<file path="src/rtl/argmax_seq_pkg.sv">
// Shared binary32 constants and helpers for the
// sequential arg-max block.
package argmax_seq_pkg;

  localparam logic [7:0]  FP32_EXP_MAX   = 8'hFF;
  localparam logic [31:0] FP32_CANON_NAN = 32'h7FC0_0000;
  localparam logic [31:0] FP32_POS_ZERO  = 32'h0000_0000;
  localparam logic [31:0] FP32_NEG_ZERO  = 32'h8000_0000;

  function automatic logic fp32_is_nan(
    input logic [31:0] v
  );
    return (v[30:23] == FP32_EXP_MAX) &&
           (v[22:0] != 23'd0);
  endfunction

  function automatic logic fp32_is_zero(
    input logic [31:0] v
  );
    return (v | FP32_NEG_ZERO) == FP32_NEG_ZERO;
  endfunction

endpackage

</file>
<file path="src/rtl/argmax_seq_float_greater.sv">
// Combinational binary32 a > b; NaN on either
// side never yields greater, +0 equals -0.
module float_greater
  import argmax_seq_pkg::*;
(
  input  logic [31:0] a,
  input  logic [31:0] b,
  output logic        gt
);

  logic        a_nan;
  logic        b_nan;
  logic        both_zero;
  logic        sa;
  logic        sb;
  logic [30:0] ma;
  logic [30:0] mb;

  assign a_nan     = fp32_is_nan(a);
  assign b_nan     = fp32_is_nan(b);
  assign both_zero = fp32_is_zero(a) &&
                     fp32_is_zero(b);
  assign sa        = a[31];
  assign sb        = b[31];
  assign ma        = a[30:0];
  assign mb        = b[30:0];

  // Sign-magnitude ordering: negatives flip.
  always_comb begin
    gt = 1'b0;
    if (a_nan || b_nan) begin
      gt = 1'b0;
    end else if (both_zero) begin
      gt = 1'b0;
    end else if (!sa && !sb) begin
      gt = ma > mb;
    end else if (sa && sb) begin
      gt = ma < mb;
    end else begin
      gt = !sa;
    end
  end

endmodule

</file>
<file path="src/rtl/argmax_seq.sv">
// Sequential arg-max over a packed binary32
// vector, one element compared per clock.
module argmax_seq
  import argmax_seq_pkg::*;
#(
  parameter  int VLEN  = 10,
  localparam int IDX_W = (VLEN > 1) ?
                         $clog2(VLEN) : 1
) (
  input  logic              clk,
  input  logic              rst,
  input  logic [32*VLEN-1:0] in,
  input  logic              start,
  output logic [IDX_W-1:0]  index,
  output logic [31:0]       max_value,
  output logic              busy,
  output logic              done
);

  typedef enum logic [1:0] {
    IDLE = 2'd0,
    SCAN = 2'd1,
    DONE = 2'd2
  } state_t;

  localparam logic [IDX_W-1:0] LAST =
    IDX_W'(VLEN - 1);
  localparam logic [IDX_W-1:0] ONE =
    IDX_W'(1);

  state_t           state_q;
  state_t           state_d;
  logic             start_q;
  logic [31:0]      vec_q [VLEN];
  logic [31:0]      cand_q;
  logic [31:0]      cand_d;
  logic [IDX_W-1:0] cand_idx_q;
  logic [IDX_W-1:0] cand_idx_d;
  logic [IDX_W-1:0] ptr_q;
  logic [IDX_W-1:0] ptr_d;
  logic [IDX_W-1:0] index_d;
  logic [31:0]      max_d;
  logic             busy_d;
  logic             done_d;
  logic             load;

  logic             start_edge;
  logic [31:0]      elem;
  logic             elem_nan;
  logic             cand_nan;
  logic             elem_gt;
  logic             take;
  logic [31:0]      fin;
  logic [31:0]      first;

  assign start_edge = start && !start_q &&
                      (state_q != SCAN);
  assign elem       = vec_q[ptr_q];
  assign elem_nan   = fp32_is_nan(elem);
  assign cand_nan   = fp32_is_nan(cand_q);
  assign first      = in[31:0];

  float_greater u_gt (
    .a  (elem),
    .b  (cand_q),
    .gt (elem_gt)
  );

  // A NaN candidate yields to any real value.
  assign take = cand_nan ? !elem_nan : elem_gt;
  assign fin  = take ? elem : cand_q;

  always_comb begin
    state_d    = state_q;
    cand_d     = cand_q;
    cand_idx_d = cand_idx_q;
    ptr_d      = ptr_q;
    index_d    = index;
    max_d      = max_value;
    busy_d     = busy;
    done_d     = done;
    load       = 1'b0;
    unique case (state_q)
      IDLE, DONE: begin
        if (start_edge) begin
          load       = 1'b1;
          cand_d     = first;
          cand_idx_d = '0;
          ptr_d      = ONE;
          done_d     = 1'b0;
          if (VLEN == 1) begin
            state_d = DONE;
            done_d  = 1'b1;
            index_d = '0;
            max_d   = fp32_is_nan(first) ?
                      FP32_CANON_NAN : first;
          end else begin
            state_d = SCAN;
            busy_d  = 1'b1;
          end
        end
      end
      SCAN: begin
        if (take) begin
          cand_d     = elem;
          cand_idx_d = ptr_q;
        end
        if (ptr_q == LAST) begin
          state_d = DONE;
          busy_d  = 1'b0;
          done_d  = 1'b1;
          index_d = take ? ptr_q : cand_idx_q;
          max_d   = fp32_is_nan(fin) ?
                    FP32_CANON_NAN : fin;
        end else begin
          ptr_d = ptr_q + ONE;
        end
      end
      default: state_d = IDLE;
    endcase
  end

  always_ff @(posedge clk) begin
    if (rst) begin
      state_q    <= IDLE;
      start_q    <= 1'b0;
      cand_q     <= FP32_POS_ZERO;
      cand_idx_q <= '0;
      ptr_q      <= '0;
      index      <= '0;
      max_value  <= FP32_POS_ZERO;
      busy       <= 1'b0;
      done       <= 1'b0;
    end else begin
      state_q    <= state_d;
      start_q    <= start;
      cand_q     <= cand_d;
      cand_idx_q <= cand_idx_d;
      ptr_q      <= ptr_d;
      index      <= index_d;
      max_value  <= max_d;
      busy       <= busy_d;
      done       <= done_d;
    end
  end

  // Snapshot so later changes on in are ignored.
  always_ff @(posedge clk) begin
    if (load) begin
      for (int i = 0; i < VLEN; i++) begin
        vec_q[i] <= in[32*i +: 32];
      end
    end
  end

endmodule

</file>
<file path="config.mk">
export PLATFORM = sky130hd
export DESIGN_NAME = argmax_seq
export DESIGN_NICKNAME = d
export VERILOG_FILES = /design/src/rtl/argmax_seq_pkg.sv /design/src/rtl/argmax_seq_float_greater.sv /design/src/rtl/argmax_seq.sv
export SDC_FILE = /design/constraint.sdc
export NUM_CORES = 1
export LEC_CHECK = 0
export BUFFER_PORTS_ARGS = -buffer_cell sky130_fd_sc_hd__clkbuf_2
export CORE_MARGIN = 10
export CORE_UTILIZATION = 55
export CTS_CLUSTER_SIZE = 12
export DETAILED_ROUTE_END_ITERATION = 16
export PLACE_DENSITY = 0.85
export SYNTH_ARGS = -nofsm -noshare
export SYNTH_HDL_FRONTEND = slang
export SYNTH_SLANG_ARGS = --single-unit
</file>
<file path="constraint.sdc">
create_clock -name clk -period 17.59 [get_ports clk]
set_input_delay 5.277 -clock clk [delete_from_list [all_inputs] [get_ports clk]]
set_output_delay 5.277 -clock clk [all_outputs]
set_load 0.05 [all_outputs]
</file>
==> metrics.yaml, run 1 <==
route:
  wl_met1_um: 18800
  wl_met3_um: 4890
  wl_met2_um: 25000
  drtIter0Drc: 1105
  drc: 0
  first_pass_iters: 5
  topRoutingLayerUsed: "met5"
  vias: 11868
  via_per_inst: 6.08
  wl_per_cell_um: 25.7
  wirelength_um: 50100
  ant_nets: 0
finish:
  mostFrequentLayoutCell: "clkbuf_2"
  layout_common_cells: "clkbuf_2, edfxtp_1, dfxtp_1"
  fillCellCount: 2164
  fin_nets: 1886
  drive_above_1_share: 0.340
  fin_cells: 1953
  syn2layout_area_growth_pct: 19.5
synth:
  synth_ff_type: "edfxtp_1"
  ys_ff_latch: 405
  syn-num-nets: 1533
  synth_edf_count: 320
  synth_async_sr_flop_share: 0
  seq_area_frac_synth: 0.667
  avgSynthCellArea_sq_um: 14.4
  synth_cells: 1177
  synth_cell_types: 62
  ys_warn_count: 0
  synth.cell_area_sq_um: 17000
cts:
  cts_max_path_buffers: 3
  clk_pin_slew_worst_paths_ns: 0.06
  post_cts_resized: 0
  cts_setup_buffers: 0
  cts_made_buffers: 43
  htreeDepth: 2
  worstSkewPairLatency_ns: 0.53
  cts_tree: "yes"
  clock_sinks: 405
  clock-root-buffer: "clkbuf_16"
  hold_buffers: 0
floorplan:
  core_sq_um: 30500
  fp.dieH_um: 196
  die_x_um: 196
  dieArea_sq_um: 38300
  ios: 361
  initial_core_util: 0.556
  fp-row-count: 64
global_routing:
  grt-ovfl-total: 0
  grt_pass1_vias: 12368
  grt_first_pass_wirelength_um: 74100
  grt_max_degree: 153
  antenna_found_initial: 4
  grt_usage: 0.251
sta:
  setup_tns_ns: 0
  finalHoldViolations: 0
  min_period_ns: 7.73
  final_max_slew_viol_count: 0
  relSlewSlack: 0.170
  grt_setup_unrepaired: "false"
  hold_slack_ns: 0.460
  fin_worst_skew_ns: 0.0173
  tightestPinTransition_ns: 1.24
  setup_violations: 0
  timing.fmax_mhz: 129
  period_share: 0.439
setup_path:
  path_cells: "clkbuf_2 > nand2b_1 > or2_2 > inv_8 > buf_4 > nor2_1 > nand2_1 > a21oi_1 > a31o_2"
  crit_required_ns: 18.00
  worst_path_max_delay_cell: "buf_4"
  arrival_ns: 8.14
  crit_fanout: 152
  cp-start-kind: "input port"
  criticalPathCategory: "in -> reg"
  critPathCaptureType: "flop"
  max_stage_delay_ns: 1.00
placed_design:
  port_buffers: 360
  dpl.hpwl_um: 36900
  gp_congestion: 0.937
  placedCellCount: 1881
status:
  run_status: "complete, no violations"
pwr:
  ir_drop_v: 0.0000752
  power.leakage_nw: 7.66
  p_per_area_nw_per_um2: 110
hold_path:
  hp-class: "reg -> reg"
job:
  maxCapViolations: 0
==> critical path, delay by kind of cell <==
family	cells	cell delay (ns)
AND/OR/NAND/NOR	4	0.81
AO/OA/AOI/OAI	2	0.30
buffers and inverters	3	1.74
==> flip-flops by register name (all words and copies together), names as in the netlist, named ones only <==
register    count
busy            1
cand_idx_q      4
cand_q         32
done            1
index           4
max_value      32
ptr_q           4
start_q         1
state_q         2
vec_q         320
==> metrics by stage <==
step	utilization	worst slack, ns	area, sq um	power [mW]
3_3_place_gp	0.623	9.34	19000	1.42
6_report	0.664	9.86	20300	2.23
4_1_cts	0.664	9.78	20300	2.24
2_1_floorplan	-	1.39	17000	1.34
5_1_grt	0.664	9.58	20300	2.31
3_5_place_dp	0.623	9.23	19000	1.43
==> cells in the mapped netlist (6+ instances only) <==
cell type | count | area (sq um)
a21o_1 | 6 | 45.0
a21oi_1 | 28 | 140
a221oi_1 | 17 | 149
a22o_1 | 26 | 228
a22oi_1 | 20 | 150
a31oi_1 | 8 | 50.1
buf_2 | 17 | 85.1
buf_4 | 6 | 45.0
buf_6 | 9 | 101
clkbuf_1 | 31 | 116
dfxtp_1 | 85 | 1700
edfxtp_1 | 320 | 9610
ha_1 | 33 | 413
inv_1 | 51 | 191
mux2_2 | 75 | 845
mux2i_1 | 81 | 811
mux4_2 | 8 | 180
nand2_1 | 75 | 282
nand3_1 | 6 | 30.0
nand4_1 | 14 | 87.6
nor2_1 | 36 | 135
nor2b_1 | 9 | 56.3
nor3_1 | 19 | 95.1
nor4_1 | 31 | 194
o21a_1 | 6 | 45.0
o21ai_0 | 15 | 75.1
o21ai_1 | 7 | 35.0
o221ai_1 | 18 | 158
o22ai_1 | 31 | 194
o31ai_1 | 25 | 188
==> routing by layer <==
metal / vias to the layer above / track usage
met5: - / 0
met4: 2 / 0.0735
met3: 93 / 0.0581
met2: 625 / 0.433
met1: 5833 / 0.307
li1: 5315 / -
==> path summary, 6_finish.rpt <==
path	startpoint	end	slack, ns	depth (start not counted)
setup / recovery	start	cand_idx_q[3]	9.86	9
hold / removal	done	done	0.46	2
setup reg to reg	flop	cand_q[22]	10.79	16
hold reg to reg	done	done	0.46	2
==> power breakdown <==
group / switching (mW) / leakage (nW) / internal (mW)
sequential: 0.0266 / 3.72 / 1.10
combinational: 0.169 / 3.34 / 0.120
clock: 0.350 / 0.603 / 0.468
total: 0.545 / 7.66 / 1.69
==> kinds of logic (layout without fill, tap and decap cells) <==
logic type | Yosys count | in the layout | share of synthesized area
buffers and inverters | 118 | 495 | 0.0327
AO/OA/AOI/OAI | 235 | 235 | 0.102
adder cells (fa/ha/maj) | 33 | 33 | 0.0243
XOR/XNOR | 2 | 2 | 0.00103
AND/OR/NAND/NOR | 219 | 219 | 0.0643
flip-flops | 405 | 405 | 0.667
multiplexers | 165 | 165 | 0.109
other | 0 | 3 | 0
==> cell type report <==
class	instances	area, sq um	area share
repair buffers	374	1910	0.0941
clock buffers	54	1140	0.0561
multi-input cells	654	5100	0.252
flip-flops and latches	405	11300	0.558
inverters	52	203	0.0100
well taps	396	495	0.0244
clock inverters	15	100	0.00494
diodes	3	7.51	0.000370
(Power assumes the default switching activity.)
==> run 2: changes to the inputs <==
Clock period 17.59 ns to 7.35 ns, I/O delays scaled along.
==> run 2 against run 1 <==
Clock-buffer cell count rose by 6. Wire length about the same. Setup slack worse by 8.8 ns. Global-route usage shrank 0.063 points. Non-clock buffer count down 1. Clock skew is 0.0019 ns higher.
==> metrics.yaml, run 2 (synthesis results as in run 1) <==
status:
  run_status: "complete, no violations"
finish:
  drive_above_1_share: 0.340
  fillCellCount: 2183
  fin_nets: 1884
  largest_reg_flops: 320
  mostFrequentLayoutCell: "clkbuf_2"
  final_util: 0.664
  fin_cells: 1948
  largest-register: "vec_q"
  top_regs: "vec_q: 320 flops, cand_q: 32 flops, max_value: 32 flops"
  syn2layout_area_growth_pct: 19.5
  layout_common_cells: "clkbuf_2, edfxtp_1, dfxtp_1"
route:
  vias: 11687
  topRoutingLayerUsed: "met5"
  first_pass_iters: 5
  drtIter0Drc: 991
  wl_met2_um: 24200
  drc: 0
  wl_per_cell_um: 25.7
  wirelength_um: 50100
  via_per_inst: 6.00
  ant_nets: 0
  wl_met3_um: 4990
  wl_met1_um: 19200
global_routing:
  antenna_found_initial: 2
  grt-ovfl-total: 0
  grt_first_pass_wirelength_um: 73400
  grt_pass1_vias: 12084
  grt_usage: 0.250
  grt_max_degree: 201
sta:
  tightestPinTransition_ns: 1.28
  min_period_ns: 6.31
  fin_worst_skew_ns: 0.0192
  setup_ws_ns: 1.04
  relSlewSlack: 0.150
  period_share: 0.858
  final_max_slew_viol_count: 0
  setup_tns_ns: 0
  setup_violations: 0
  finalHoldViolations: 0
  timing.fmax_mhz: 158
  grt_setup_unrepaired: "false"
setup_path:
  criticalPathCategory: "reg -> reg"
  crit_fanout: 24
  critPathCaptureType: "flop"
  worst_path_max_delay_cell: "nand2b_1"
  path_cells: "nand2b_1 > o22ai_1 > o31ai_1 > ha_1 > a21o_1 > a21oi_1 > a21o_1 > a31oi_1 > nor4_1 > mux2_4 > nor3_4 > buf_4 > mux2i_1 > o22ai_1"
  arrival_ns: 6.68
  cp-start-kind: "flop"
  max_stage_delay_ns: 0.90
  crit_required_ns: 7.72
  rr_worst_depth: 14
pwr:
  netSwitchingFraction: 0.245
  power.internal_mw: 4.00
  pwr-share-comb: 0.128
  p_per_area_nw_per_um2: 262
  pwr-share-clk: 0.360
  ir_drop_v: 0.000218
  power.leakage_nw: 7.65
  p_sw_mw: 1.30
  p_seq_frac: 0.512
hold_path:
  hp-class: "reg -> reg"
  hold_depth: 2
floorplan:
  fp-row-count: 64
  ios: 361
  die_x_um: 196
  core_sq_um: 30500
  initial_core_util: 0.556
  fp.dieH_um: 196
  dieArea_sq_um: 38300
job:
  maxCapViolations: 0
cts:
  clk_pin_slew_worst_paths_ns: 0.06
  cts_made_buffers: 42
  cts_tree: "yes"
  cts_setup_buffers: 0
  hold_buffers: 0
  htreeDepth: 2
  cts_max_path_buffers: 3
  post_cts_resized: 0
  clock_sinks: 405
  worstSkewPairLatency_ns: 0.53
  clock-root-buffer: "clkbuf_16"
placed_design:
  dpl.hpwl_um: 36800
  port_buffers: 360
  placedCellCount: 1880
  gp_congestion: 0.953
  dp_slack_ns: 1.18
run 2: cell types whose count changed in the layout (fill, tap and decap cells not counted), moves of 2 or more:
| cell | before | now |
|---|---|---|
| inv_6 | 2 | 0 |
| buf_4 | 14 | 10 |
| diode_2 | 3 | 1 |
| clkinv_1 | 9 | 3 |
| clkbuf_1 | 9 | 15 |
| buf_12 | 0 | 3 |
run 2: layout make-up:
type,instances,area (sq um),area share
Sequential cell,405,11300,0.559
Clock buffer,60,1150,0.0567
Tap cell,396,495,0.0245
Clock inverter,7,50.0,0.00247
Inverter,52,203,0.0100
Timing Repair Buffer,373,1940,0.0956
Multi-Input combinational cell,654,5110,0.252
Antenna cell,1,2.50,0.000124
run 2: path summary, 6_finish.rpt:
check / end / slack, ns / start
setup / recovery: cand_q[27] / 1.04 / flop
hold / removal: max_value[7] / 0.46 / max_value[7]
setup reg to reg: cand_q[27] / 1.04 / flop
hold reg to reg: max_value[7] / 0.46 / max_value[7]
run 2: metal layers:
layer	GRT usage	vias up
met3	0.0656	100
met5	0	-
li1	-	5306
met4	0.0896	2
met2	0.411	623
met1	0.312	5656
run 2: worst max-delay path, delay by kind of cell (launching register included):
kind / cells / cell delay [ns]
buffers and inverters: 1 / 0.36
AOI/OAI and AO/OA: 7 / 1.57
DFF: 1 / 0.88
and+or+nand+nor: 3 / 2.12
adders and majority gates: 1 / 0.40
muxes: 2 / 0.77
run 2: stage by stage:
step | cell area (sq um) | power, mW | hold WS, ns
2_1_floorplan | 17000 | 3.18 | 0.460
3_5_place_dp | 19100 | 3.43 | 0.460
6_report | 20300 | 5.30 | 0.460
3_3_place_gp | 19100 | 3.41 | 0.444
5_1_grt | 20300 | 5.48 | 0.479
4_1_cts | 20300 | 5.31 | 0.467
run 2: power groups by stage:
stage | Sequential (mW) | Combinational [mW] | Clock [mW]
2_1_floorplan | 2.72 | 0.455 | 0
3_3_place_gp | 2.75 | 0.657 | 0
3_5_place_dp | 2.76 | 0.671 | 0
4_1_cts | 2.71 | 0.676 | 1.93
5_1_grt | 2.72 | 0.736 | 2.02
6_report | 2.71 | 0.681 | 1.91
